[config.mk]
export PLATFORM = sky130hd
export DESIGN_NAME = rs_rx_ctrl
export DESIGN_NICKNAME = d
export VERILOG_FILES = /design/src/rtl/rs_rx_ctrl.sv
export SDC_FILE = /design/constraint.sdc
export NUM_CORES = 1
export LEC_CHECK = 0
export CORE_MARGIN = 5
export CORE_UTILIZATION = 40
export CTS_BUF_LIST = sky130_fd_sc_hd__clkbuf_16
export CTS_CLUSTER_DIAMETER = 50
export CTS_CLUSTER_SIZE = 10
export DETAILED_ROUTE_END_ITERATION = 10
export GPL_TIMING_DRIVEN = 0
export PLACE_DENSITY = 0.63
export SYNTH_ARGS = -nofsm -noshare
export SYNTH_HDL_FRONTEND = slang
export SYNTH_SLANG_ARGS = --single-unit
[constraint.sdc]
create_clock -name clk -period 2.1 [get_ports clk]
set_clock_uncertainty 0.15 [all_clocks]
set_input_delay 0.63 -clock clk [delete_from_list [all_inputs] [get_ports clk]]
set_output_delay 0.63 -clock clk [all_outputs]
set_load 0.02 [all_outputs]
[src/rtl/rs_rx_ctrl.sv]
// RS-232 8N1 receive controller: start-edge detect, mid-bit sampling on
// baud ticks, LSB-first assembly and stop-bit framing check.
module rs_rx_ctrl #(
    parameter int DATA_BITS   = 8,
    parameter int SYNC_STAGES = 2,
    localparam int CW = (DATA_BITS > 1) ? $clog2(DATA_BITS) : 1
) (
    input  logic                 clk,
    input  logic                 rst,
    input  logic                 rxd,
    input  logic                 rs_clk,
    output logic                 rs_ena,
    output logic [DATA_BITS-1:0] rx_data,
    output logic                 rx_valid,
    output logic                 frame_err,
    output logic                 busy
);

    typedef enum logic [1:0] {
        IDLE,
        START,
        DATA,
        STOP
    } state_t;

    state_t               state;
    logic [SYNC_STAGES-1:0] sync;
    logic                 rxd_s;
    logic                 rxd_d;
    logic [SYNC_STAGES:0] fill;
    logic                 armed;
    logic                 start_edge;
    logic [CW-1:0]        bit_cnt;
    logic [DATA_BITS-1:0] shift;

    assign rxd_s = sync[SYNC_STAGES-1];

    // The chain preloads 1 on reset; hold off edge detection until it has
    // been refilled from the line, so a line already low cannot start a frame.
    assign armed      = fill[SYNC_STAGES];
    assign start_edge = armed & rxd_d & ~rxd_s;

    always_ff @(posedge clk or negedge rst) begin
        if (!rst) begin
            sync  <= '1;
            rxd_d <= 1'b1;
            fill  <= '0;
        end else begin
            sync  <= {sync[SYNC_STAGES-2:0], rxd};
            rxd_d <= rxd_s;
            fill  <= {fill[SYNC_STAGES-1:0], 1'b1};
        end
    end

    always_ff @(posedge clk or negedge rst) begin
        if (!rst) begin
            state     <= IDLE;
            bit_cnt   <= '0;
            shift     <= '0;
            rs_ena    <= 1'b0;
            rx_data   <= '0;
            rx_valid  <= 1'b0;
            frame_err <= 1'b0;
            busy      <= 1'b0;
        end else begin
            rx_valid  <= 1'b0;
            frame_err <= 1'b0;
            unique case (state)
                IDLE: begin
                    if (start_edge) begin
                        state  <= START;
                        rs_ena <= 1'b1;
                        busy   <= 1'b1;
                    end
                end
                START: begin
                    if (rs_clk) begin
                        if (!rxd_s) begin
                            bit_cnt <= '0;
                            state   <= DATA;
                        end else begin
                            state  <= IDLE;
                            rs_ena <= 1'b0;
                            busy   <= 1'b0;
                        end
                    end
                end
                DATA: begin
                    if (rs_clk) begin
                        shift <= {rxd_s, shift[DATA_BITS-1:1]};
                        if (bit_cnt == CW'(DATA_BITS - 1))
                            state <= STOP;
                        else
                            bit_cnt <= bit_cnt + 1'b1;
                    end
                end
                STOP: begin
                    if (rs_clk) begin
                        state  <= IDLE;
                        rs_ena <= 1'b0;
                        busy   <= 1'b0;
                        if (rxd_s) begin
                            rx_data  <= shift;
                            rx_valid <= 1'b1;
                        end else begin
                            frame_err <= 1'b1;
                        end
                    end
                end
                default: begin
                    state  <= IDLE;
                    rs_ena <= 1'b0;
                    busy   <= 1'b0;
                end
            endcase
        end
    end

endmodule

# Word level (Yosys, flattened, before mapping)
# Index checks and enable logic that the tools add are counted.
[classes]
bitwise = 3
reduce_logical = 8
addsub = 1
eq_ne = 12
muxes = 23
[op_table]
columns = ["operator", "n"]
rows = [
  ["inequality test 2 bit (second input constant)", 8],
  ["AND reduction 5 bit", 3],
  ["2-to-1 mux 2 bit", 6],
  ["2-to-1 mux 3 bit", 4],
  ["2-to-1 mux 1 bit", 10],
  ["case mux 2 bit (4 select lines)", 1],
  ["case mux 3 bit (2 select lines)", 1],
  ["== test 2 bit (second input constant)", 2],
  ["adder 3 x 1 -> 3 bit (second input constant)", 1],
  ["== test 3 bit (second input constant)", 1],
  ["case mux 1 bit (3 select lines)", 1],
  ["AND reduction 3 bit", 1],
  ["nonzero test 3 bit", 1],
  ["AND 1 bit", 2],
  ["== test 2 x 1 -> 1 bit (second input constant)", 1],
  ["zero test 2 bit", 1],
  ["AND reduction 2 bit", 1],
  ["nonzero test 2 bit", 1],
  ["NOT 1 bit", 1],
]
[word_totals]
output_inout_bits = 12
word_cells = 57
ff_bits = 30
inputBits = 4

# Logic depth before layout (Yosys ltp)
[depth]
word_depth = 4
depth_mapped = 5

# Least setup slack after synthesis
# Ideal clock, no wire load.
[synth_timing]
path_type = "reg2reg"
from = "reg bit_cnt[0]"
to = "reg bit_cnt[0]"
slack_ps = 449
arrival_time_ps = 1376
stages_incl_launch_ff = 6
setup_ps = 125
synth_period_minus_slack_ps = 1651
required_time_ps = 1825
path_cell_list = "dfrtp_1 ha_1 ha_1 and4bb_4 nor2_2 mux2_4"
[synth_between]
elab_chain_cells = 4
[synth_rtl]
columns = ["element", "line_no", "rtl"]
rows = [
  ["start, declared", "33", "logic [CW-1:0] bit_cnt;"],
  ["start signal, assigned", "94", "bit_cnt <= bit_cnt + 1'b1;"],
  ["adder 3 x 1 -> 3 bit", "94", ""],
  ["2-to-1 mux 3 bit", "91", "if (bit_cnt == CW'(DATA_BITS - 1))"],
  ["2-to-1 mux 3 bit", "89", "if (rs_clk) begin"],
  ["case mux 3 bit (2 select lines)", "68", "unique case (state)"],
]
# Several ways; a longest one is shown, not always the timed one. The select of a mux whose other input is x is not followed.
# A chain may end at the register's enable or synchronous reset.

# Worst setup path after layout
[layout_timing]
from = "reg busy"
to = "out busy"
[layout_lines]
columns = ["element", "line_no", "rtl"]
rows = [
  ["start, declared", "16", "output logic busy"],
  ["start signal, assigned", "64", "busy <= 1'b0;"],
  ["start signal, assigned", "73", "busy <= 1'b1;"],
  ["start signal, assigned", "84", "busy <= 1'b0;"],
]
# No word-level cell between the ends.

==> metrics.txt <==
Pwr Density=1370 nW/um^2; Final Util=53.6%; vias per inst=5.00; PortBufs=14; sw frac=27.3%; most frequent cells in the layout=dfrtp_1 (27), mux2_2 (16), clkdlybuf4s50_1 (12); Die W=64.3 um; pin count of the biggest net entering global routing=31; gpl congestion=0.643; minimum clock period=2.05 ns; RSZ-0062 raised after global routing=no; slowest CP cell=clkdlybuf4s50_1; part of the Yosys area used for sequential elements=63.9%; TritonRoute pass-1 iters=4; Final Hold Fails=0; Critical Path Fanout Max=4; total CTS buffers=5; Initial DRC Count=8; fmax=0.489 GHz; Startpoint Class=flip-flop; via count=625; final setup margin=0.0550 ns; Internal Power=0.00149 W; clock network power share=31.8%; Total Nets Final=99; switching power=0.000558 W; core area=2780 sq um; Avg Inst Size Synth=16.4 sq um; layout cells sized above 1=40.4%; root buf cell=clkbuf_16; GRT overflow=0; leading area contributor after synthesis=dfrtp_1; Post-Syn Area=1180 sq um; Tot Pwr=0.00205 W; post-route clock period utilization=97.4%; first-pass GRT wire length=3110 um; drt drc=0; CP Cell Sequence=clkdlybuf4s50_1; Clock transition at path regs=0.05 ns; commonest non-fill, non-tap cell in the layout=dfrtp_1; synth warn=0; die area=4140 sq um; # setup viols final=0; Setup WS pre-CTS=-0.290 ns; placed wire-length estimate=1100 um; Post-Synthesis Cells=72; CTS Buffer Depth=2; initial antenna violation count=0; ANT cells=0; fin. max-slew vios=0; share of power burned in registers=41.1%; post-route ant nets=0; peak supply drop=0.960 mV; critical path type=reg -> out; # rows=19; CTS Sinks=30; area growth from synthesis to layout=26.3%; DRT Wirelength=1770 um; WHS=0.197 ns; worst min path class=reg -> reg; Worst Path Required=1.32 ns; Yosys top cell area share=57.3%; Combinational Power Share=27.2%; CP endpoint kind=output pin; GRT Resource Usage Total=10.2%; postcts setup bufs=0; worst rel slew slack=57.2%; total negative slack=0 ns; critical path arrival=1.27 ns; status=finished clean; hold_buf cts=0; Max Cap Viol=0; vias in the first global route=698; WL/cell=14.1 um; Crit path max-delay family=buffers and inverters; sum of buffers and inverters on the critical path=1; top cells by area, synth=dfrtp_1 (57%), mux2_2 (15%), dfstp_2 (6.7%); leak pwr=0.727 nW; max incr delay on CP=0.62 ns; Die Ht=64.3 um; Seq cells post-synth=30; post-synth cell types=23; Clock Latency Late Sink=0.27 ns; CTS tree=done; I/O pins=16; Slew @ Worst Pin=0.641 ns; initial core utilization=42.4%; Max H-tree Level=2; number of fill cells=236; post-synth net total=78
-- area by class of cell --
cell class | count | area [sq um] | share of cell area [%]
Sequential cell | 30 | 754 | 50.6
Multi-Input combinational cell | 37 | 384 | 25.8
Timing Repair Buffer | 14 | 134 | 8.98
Clock buffer | 5 | 125 | 8.40
Tap cell | 31 | 38.8 | 2.60
Buffer | 4 | 37.5 | 2.52
Clock inverter | 3 | 12.5 | 0.840
Inverter | 1 | 3.75 | 0.252
-- logic make-up (layout without fill, tap and decap cells) --
logic type,Yosys count,after routing,share of synthesized area (%)
other,1,1,0.318
buffers and inverters,5,27,3.50
AO/OA/AOI/OAI,7,7,4.35
multiplexers,17,17,16.5
AND/OR/NAND/NOR,10,10,9.23
flip-flops,30,30,63.9
adder cells (fa/ha/maj),2,2,2.12
-- Yosys cell counts --
library cell and instances:
a21o_1 1, a21oi_1 1, a22o_2 2, a311oi_1 1, and4b_2 1, and4bb_1 1, and4bb_4 1, buf_4 2
buf_6 2, conb_1 1, dfrtp_1 27, dfstp_2 3, ha_1 2, inv_1 1, mux2_2 16, mux2_4 1
nand2_1 2, nand3b_4 1, nand4_4 1, nor2_1 1, nor2_2 1, nor4bb_1 1, o21ai_0 2
-- registers in the layout (all words and copies together), names as in the netlist, named ones only --
signal / flops
bit_cnt: 3
busy: 1
fill: 3
frame_err: 1
rx_data: 8
rx_valid: 1
rxd_d: 1
shift: 8
state: 1
sync: 2
-- stage by stage --
step | cell area [sq um] | std cells
floorplan | 1180 | 72
global placement | 1360 | 117
detailed placement | 1360 | 117
CTS | 1500 | 125
global route | 1490 | 125
finish | 1490 | 125
-- repair_timing --
action                     4_1_cts  5_1_grt
gates resized for setup          1        0
setup endpoints to repair        1        0
hold endpoints to repair         0        0
-- power groups by stage --
| stage | Clock, W | Combinational, W | Sequential, W |
|---|---|---|---|
| after global routing | 0.000701 | 0.000600 | 0.000863 |
| after detailed placement | 0 | 0.000564 | 0.000847 |
| final | 0.000650 | 0.000555 | 0.000840 |
| after global placement | 0 | 0.000557 | 0.000842 |
| after CTS | 0.000670 | 0.000565 | 0.000842 |
| after floorplan | 0 | 0.000337 | 0.000886 |
-- metal layers --
metal | global-route usage, % | share of wire (%)
met4 | 6.87 | 2.4
met3 | 5.60 | 5.6
met1 | 11.6 | 44
met2 | 14.7 | 48
met5 | 0 | 0
-- final timing paths --
path	from	endpoint	slack, ns	cells past startpoint
setup reg to reg	bit_cnt[0]$_DFFE_PN0P_	bit_cnt[0]$_DFFE_PN0P_	0.37	5
max in group asynchronous	rst	bit_cnt[2]$_DFFE_PN0P_	1.14	1
hold / removal	fill[1]$_DFF_PN0_	fill[2]$_DFF_PN0_	0.20	0
setup / recovery	busy$_DFFE_PN0P_	busy	0.05	1
hold reg to reg	fill[1]$_DFF_PN0_	fill[2]$_DFF_PN0_	0.20	0
min in group asynchronous	rst	frame_err$_DFF_PN0_	0.23	1
Power figures use the tool's default switching activity.
